`config.mk`:
```
export PLATFORM = sky130hd
export DESIGN_NAME = truth_table_sampler
export DESIGN_NICKNAME = d
export VERILOG_FILES = /design/src/rtl/truth_table_sampler_pkg.sv /design/src/rtl/bit_synchronizer.sv /design/src/rtl/truth_table_sampler.sv
export SDC_FILE = /design/constraint.sdc
export NUM_CORES = 1
export LEC_CHECK = 0
export CAP_MARGIN = 20
export CORE_ASPECT_RATIO = 0.8
export CORE_MARGIN = 4
export CORE_UTILIZATION = 45
export CTS_CLUSTER_SIZE = 10
export DETAILED_ROUTE_END_ITERATION = 6
export GPL_TIMING_DRIVEN = 0
export PLACE_DENSITY = 0.74
export SLEW_MARGIN = 20
export SYNTH_ARGS = -nofsm -noshare
export SYNTH_HDL_FRONTEND = slang
export SYNTH_SLANG_ARGS = --single-unit
```
`constraint.sdc`:
```
create_clock -name clk -period 2.88 [get_ports clk]
set_clock_uncertainty 0.05 [all_clocks]
set_input_delay 0.288 -clock clk [delete_from_list [all_inputs] [get_ports clk]]
set_output_delay 0.288 -clock clk [all_outputs]
set_load 0.05 [all_outputs]
```
`src/rtl/truth_table_sampler_pkg.sv`:
```
// Shared definitions for the truth-table characterisation harness:
// sequencer states, default timing constants and the vector space size.
package truth_table_sampler_pkg;

    // Default number of cycles to wait after applying a vector before sampling
    localparam int unsigned DEF_SETTLE_CYCLES = 16;

    // Default number of consecutive samples taken per vector
    localparam int unsigned DEF_NUM_SAMPLES = 8;

    // The circuit under test has a 4-bit input, giving 16 vectors
    localparam int unsigned VEC_W = 4;
    localparam int unsigned NUM_VECTORS = 16;

    // Width of the settle/sample counters and of the ones counter
    localparam int unsigned CNT_W = 8;

    // Run sequencer states
    typedef enum logic [2:0] {
        IDLE   = 3'd0,
        SETTLE = 3'd1,
        SAMPLE = 3'd2,
        NEXT   = 3'd3,
        DONE   = 3'd4
    } state_t;

endpackage

```
`src/rtl/bit_synchronizer.sv`:
```
// Two-flop synchroniser for a single asynchronous bit. Both flops clear
// on the synchronous reset so the output is a known 0 after reset.
module bit_synchronizer (
    input  logic clk,
    input  logic rst,
    input  logic i_d,
    output logic o_q
);

    logic r_meta;
    logic r_sync;

    // Two-stage capture of the asynchronous input
    always_ff @(posedge clk) begin
        if (rst) begin
            r_meta <= 1'b0;
            r_sync <= 1'b0;
        end else begin
            r_meta <= i_d;
            r_sync <= r_meta;
        end
    end

    assign o_q = r_sync;

endmodule

```
`src/rtl/truth_table_sampler.sv`:
```
// Truth-table sampler: steps a 4-bit input vector through all 16 values,
// waits for the circuit under test to settle, takes a burst of samples of
// its (synchronised) output, and records a majority value plus an
// "outputs disagreed" flag for every vector.
module truth_table_sampler
    import truth_table_sampler_pkg::*;
#(
    parameter int unsigned SETTLE_CYCLES = DEF_SETTLE_CYCLES,
    parameter int unsigned NUM_SAMPLES   = DEF_NUM_SAMPLES
) (
    input  logic                   clk,
    input  logic                   rst,
    input  logic                   start,
    output logic [VEC_W-1:0]       circ_in,
    input  logic                   circ_out,
    output logic                   busy,
    output logic                   done,
    output logic [NUM_VECTORS-1:0] truth_table,
    output logic [NUM_VECTORS-1:0] unstable
);

    // Terminal counts, sized to the counters they are compared against
    localparam logic [CNT_W-1:0] SETTLE_LAST = CNT_W'(SETTLE_CYCLES - 1);
    localparam logic [CNT_W-1:0] SAMPLE_LAST = CNT_W'(NUM_SAMPLES - 1);
    localparam logic [CNT_W-1:0] SAMPLES_W   = CNT_W'(NUM_SAMPLES);
    localparam logic [CNT_W:0]   SAMPLES_W1  = (CNT_W + 1)'(NUM_SAMPLES);
    localparam logic [VEC_W-1:0] LAST_VEC    = VEC_W'(NUM_VECTORS - 1);

    // Majority vote: strictly more than half the samples were 1; a tie is 0
    function automatic logic majority(input logic [CNT_W-1:0] ones);
        return ({ones, 1'b0} > SAMPLES_W1);
    endfunction

    // Samples disagreed when they were neither all 0 nor all 1
    function automatic logic disagreed(input logic [CNT_W-1:0] ones);
        return (ones != '0) && (ones != SAMPLES_W);
    endfunction

    state_t                  r_state;
    state_t                  w_state_nxt;
    logic [CNT_W-1:0]        r_cnt;
    logic [CNT_W-1:0]        r_ones;
    logic [VEC_W-1:0]        r_circ_in;
    logic [NUM_VECTORS-1:0]  r_tt;
    logic [NUM_VECTORS-1:0]  r_un;

    logic                    w_sync;
    logic                    w_settle_last;
    logic                    w_sample_last;
    logic                    w_last_vec;
    logic [CNT_W-1:0]        w_ones_total;
    logic                    w_busy;
    logic                    w_done;

    bit_synchronizer u_sync (
        .clk (clk),
        .rst (rst),
        .i_d (circ_out),
        .o_q (w_sync)
    );

    assign w_settle_last = (r_cnt == SETTLE_LAST);
    assign w_sample_last = (r_cnt == SAMPLE_LAST);
    assign w_last_vec    = (r_circ_in == LAST_VEC);

    // Ones count including the sample taken in the current cycle
    assign w_ones_total  = r_ones + {{(CNT_W-1){1'b0}}, w_sync};

    // Sequencer state register
    always_ff @(posedge clk) begin
        if (rst) begin
            r_state <= IDLE;
        end else begin
            r_state <= w_state_nxt;
        end
    end

    // Sequencer next-state and status outputs; start only counts in IDLE
    always_comb begin
        w_state_nxt = r_state;
        w_busy      = 1'b0;
        w_done      = 1'b0;
        case (r_state)
            IDLE: begin
                if (start) begin
                    w_state_nxt = SETTLE;
                end
            end
            SETTLE: begin
                w_busy = 1'b1;
                if (w_settle_last) begin
                    w_state_nxt = SAMPLE;
                end
            end
            SAMPLE: begin
                w_busy = 1'b1;
                if (w_sample_last) begin
                    w_state_nxt = NEXT;
                end
            end
            NEXT: begin
                w_busy      = 1'b1;
                w_state_nxt = w_last_vec ? DONE : SETTLE;
            end
            DONE: begin
                w_done      = 1'b1;
                w_state_nxt = IDLE;
            end
            default: begin
                w_state_nxt = IDLE;
            end
        endcase
    end

    // Phase counter, ones counter and applied vector
    always_ff @(posedge clk) begin
        if (rst) begin
            r_cnt     <= '0;
            r_ones    <= '0;
            r_circ_in <= '0;
        end else begin
            case (r_state)
                IDLE: begin
                    if (start) begin
                        r_cnt     <= '0;
                        r_ones    <= '0;
                        r_circ_in <= '0;
                    end
                end
                SETTLE: begin
                    r_cnt <= w_settle_last ? '0 : r_cnt + 1'b1;
                end
                SAMPLE: begin
                    if (w_sample_last) begin
                        r_cnt  <= '0;
                        r_ones <= '0;
                    end else begin
                        r_cnt  <= r_cnt + 1'b1;
                        r_ones <= w_ones_total;
                    end
                end
                NEXT: begin
                    if (!w_last_vec) begin
                        r_circ_in <= r_circ_in + 1'b1;
                    end
                end
                DONE: begin
                    r_circ_in <= '0;
                end
                default: begin
                    r_cnt <= '0;
                end
            endcase
        end
    end

    // Result tables: cleared on an accepted start, one bit written per vector
    always_ff @(posedge clk) begin
        if (rst) begin
            r_tt <= '0;
            r_un <= '0;
        end else if ((r_state == IDLE) && start) begin
            r_tt <= '0;
            r_un <= '0;
        end else if ((r_state == SAMPLE) && w_sample_last) begin
            r_tt[r_circ_in] <= majority(w_ones_total);
            r_un[r_circ_in] <= disagreed(w_ones_total);
        end
    end

    assign circ_in     = r_circ_in;
    assign busy        = w_busy;
    assign done        = w_done;
    assign truth_table = r_tt;
    assign unstable    = r_un;

endmodule

```
==> results of run 1 <==
## per-layer routing
metal,vias up,wire length [um]
met5,-,0
met2,111,3610
met4,0,148
met1,1410,3950
li1,1430,-
met3,16,503
## power groups by stage
stage	combinational [uW]	sequential [uW]	clock, uW
after global routing	158	803	977
after detailed placement	141	820	0
after CTS	142	802	935
after floorplan	103	819	0
after global placement	139	820	0
final	143	803	926
## placed cells by master (no fill, tap or decap), types with 4 or more instances in the layout
cell,instances
sky130_fd_sc_hd__nand3_1,7
sky130_fd_sc_hd__nor4b_1,15
sky130_fd_sc_hd__clkbuf_1,18
sky130_fd_sc_hd__a31oi_1,20
sky130_fd_sc_hd__nor2b_1,4
sky130_fd_sc_hd__nand2_1,13
sky130_fd_sc_hd__dfxtp_1,57
sky130_fd_sc_hd__nor4_4,10
sky130_fd_sc_hd__ha_1,7
sky130_fd_sc_hd__nor2_1,15
sky130_fd_sc_hd__or4bb_1,8
sky130_fd_sc_hd__nand4b_1,4
sky130_fd_sc_hd__a21oi_1,32
sky130_fd_sc_hd__or4b_2,4
sky130_fd_sc_hd__clkdlybuf4s50_1,40
sky130_fd_sc_hd__nand4_1,4
sky130_fd_sc_hd__o21ai_0,40
sky130_fd_sc_hd__inv_1,7
sky130_fd_sc_hd__buf_2,7
sky130_fd_sc_hd__nor3_1,7
sky130_fd_sc_hd__nor4_1,8
sky130_fd_sc_hd__clkbuf_8,10
## cells by family (layout without fill, tap and decap cells)
kind of cell,after synthesis,after routing,synth area share
simple gates,121,121,0.308
fa+ha+maj,8,8,0.0315
mux,1,1,0.00323
compound gates,115,115,0.221
buf+inv,36,92,0.0512
xor+xnor,6,6,0.0169
flops,57,57,0.368
## state kept, by name, indices dropped and copies added, names as in the netlist
name,flops
circ_in,4
r_cnt,8
r_ones,8
r_state,3
truth_table,16
u_sync.o_q,1
u_sync.r_meta,1
unstable,16
## worst paths after layout
check | slack (ns) | depth (start not counted) | to | from
worst max-delay path | 0.26 | 7 | unstable[6]$_SDFFE_PP0P_ | r_ones[0]$_SDFFE_PP0P_
worst min-delay path | 0.33 | 2 | u_sync.r_meta$_SDFF_PP0_ | rst
worst max register to register | 0.26 | 7 | unstable[6]$_SDFFE_PP0P_ | r_ones[0]$_SDFFE_PP0P_
worst min register to register | 0.40 | 1 | u_sync.o_q$_SDFF_PP0_ | u_sync.r_meta$_SDFF_PP0_
## area by class of cell
class	count	area [sq um]	area share
flip-flops and latches	57	1140	0.296
plain buffers	29	133	0.0344
multi-input cells	251	1800	0.468
clock buffers	10	138	0.0357
well taps	84	105	0.0273
clock inverters	6	105	0.0273
inverters	7	26.3	0.00682
repair buffers	40	400	0.104
## through the flow
| step | hold slack [ns] | instance area (sq um) |
|---|---|---|
| after floorplan | 0.364 | 3100 |
| after global placement | 0.381 | 3610 |
| after detailed placement | 0.397 | 3610 |
| after CTS | 0.320 | 3850 |
| after global routing | 0.380 | 3850 |
| final | 0.335 | 3850 |
==> flow_summary.rst, run 1 <==
.. list-table::
   :header-rows: 1

   * - Metric
     - Value
   * - Pins Over Slew Limit
     - 0
   * - Clk pin slew, worst setup/hold paths
     - 0.07 ns
   * - Total standard cell area after synthesis
     - 3100 sq um
   * - Crit-path max cell delay
     - 0.79 ns
   * - Post-Synthesis Cells
     - between 300 and 400
   * - Asr flop ratio synth
     - 0
   * - Setup Total Neg Slack
     - 0 ns
   * - Total number of nets in the final design
     - around 410
   * - Type of the worst setup path
     - flip-flop to flip-flop
   * - Power Density
     - between 400 and 500 nW/um^2
   * - Num rows
     - 26
   * - Sw frac
     - 0.234
   * - Final setup violating endpoints
     - 0
   * - Finished Core Util
     - 0.589
   * - Total power after layout
     - 1870 uW
   * - Period utilisation layout
     - 0.908
   * - Wire length per cell after detailed routing
     - 17.0 um
   * - Sequential Power Share
     - 0.429
   * - Pin count of the biggest net entering global routing
     - 11
   * - Busiest grt layer
     - met2
   * - Via count of the first global-routing pass
     - 2661
   * - Ranking of synthesized cells by area
     - sky130_fd_sc_hd__dfxtp_1 37%, sky130_fd_sc_hd__nor4_4 6.9%, sky130_fd_sc_hd__o21ai_0 6.5%, sky130_fd_sc_hd__a21oi_1 5.2%, sky130_fd_sc_hd__nor4b_1 4.2%
   * - DP Worst Slack
     - 0.348 ns
   * - Synth area leader
     - sky130_fd_sc_hd__dfxtp_1
   * - Top-area cell type share of the netlist area
     - 0.368
   * - Overflow after GRT
     - 0
   * - Total global routing track utilization
     - 0.209
   * - Library cells used by synthesis
     - 56
   * - Crit path buffers/inverters
     - 2
   * - Layout fillers
     - about 570
   * - Static leakage power
     - 0.00122 uW
   * - Average size of a mapped cell
     - 9.02 sq um
   * - Type of element capturing the critical path
     - flip-flop
   * - Horizontal die dimension
     - around 100 um
   * - Setup repair after global routing missed its margin
     - false
   * - Final setup slack of the worst path
     - ~0.26 ns
   * - Count of pins on the block boundary
     - 42
   * - Most frequent cells after synthesis
     - 57 x sky130_fd_sc_hd__dfxtp_1, 40 x sky130_fd_sc_hd__o21ai_0, 32 x sky130_fd_sc_hd__a21oi_1
   * - DP Wirelength
     - 5.70 mm
   * - Global-route track usage on met2
     - 0.307
   * - Initial antenna violation count
     - 0
   * - Last weighted congestion value of the routability-driven placer
     - 0.906
   * - Die footprint
     - 8290 sq um
   * - Total Wirelength
     - 8.21 mm
   * - Number of vias per cell after detailed routing
     - 6.13
   * - Final routed DRC violation total
     - 0
   * - Vias after detailed routing
     - 2967
   * - Number of non-filler instances in the completed layout
     - 484
   * - Normalized max-slew margin
     - 0.337
   * - Part of the total power dissipated in combinational logic
     - 0.077
   * - Internal power consumption
     - 1430 uW
   * - Switching power of the nets
     - ~440 uW
   * - Worst VDD drop
     - 0.000276 V
   * - Effective utilization at floorplan
     - 0.474
   * - Pre-Repair DR Iteration Count
     - 6
   * - Worst min-delay path class
     - primary input to flip-flop
   * - Hold-fix buffers, CTS
     - 0
   * - Cts repair resizes
     - 0
   * - Max-cap check violation count
     - 0
   * - Post-synth EDFFs
     - 0
   * - Proportion of layout cells with a drive suffix above 1
     - 0.113
   * - First-pass GRT wire length
     - 13.6 mm
   * - Worst path cell trace
     - ha_1 -> nand4_1 -> o21a_1 -> clkbuf_1 -> nor3_1 -> buf_2 -> a31oi_1
   * - Highest clock frequency the design can meet
     - between 300 and 400 MHz
   * - Critical path's top delay family
     - simple AND/OR/NAND/NOR gates
   * - Clock net sink count
     - 57
   * - Most repeated cell in the gate-level netlist after synthesis
     - sky130_fd_sc_hd__dfxtp_1
   * - Total inserted antenna cells
     - 0
   * - Slowest stage cell on the critical path
     - sky130_fd_sc_hd__nor3_1
   * - Post-layout minimum cycle time
     - ~2.6 ns
   * - Critical path peak fanout
     - 10
   * - Maximum buffer depth of the clock tree
     - 2
   * - Outcome
     - finished clean
   * - Growth of design area from synthesis to finish
     - 24.1%
   * - Die boundary height
     - 82.3 um
   * - Clk Tree Root Cell
     - sky130_fd_sc_hd__clkbuf_8
   * - Count of placed standard cells including taps
     - 468
   * - Input/output buffers
     - 40
   * - Insertion delay of the later-clocked pin in the worst-skew pair
     - 0.34 ns
   * - Actual transition at the worst max-transition pin
     - 0.994 ns
   * - Required time of the critical path
     - 3.03 ns
   * - Net count of the mapped netlist
     - 355
   * - TritonCTS clock tree
     - yes
   * - Global Route met1 Usage
     - 0.295
   * - GR Layer Usage met3
     - 0.0495
   * - Kind of start point of the critical path
     - flip-flop
   * - Part of the Yosys area used for sequential elements
     - 0.368
   * - Final number of hold-violating endpoints
     - 0
   * - Arrival time of the worst setup path
     - roughly 2.8 ns
   * - Number of buffers created by CTS
     - 9
   * - H-Tree Level Count
     - 3
   * - Clk pwr share
     - 0.495
   * - Number of design-rule violations left by the first detailed-router iteration
     - 225
   * - Warning count from the yosys run
     - 0
   * - Final ANT Viol Nets
     - 0
   * - Core area
     - 6540 sq um
   * - Commonest register cell after synthesis
     - sky130_fd_sc_hd__dfxtp_1
   * - Count of state elements after synthesis
     - 57
   * - Number of buffers added for setup after CTS
     - 0
Note: power is estimated with default switching activity, not from simulation.
==> run 2: changes to the inputs <==
HOLD_SLACK_MARGIN = 0.02   (was unset)
==> results of run 2 <==
No change in the layout: final DEF, timing and power equal those of run 1.
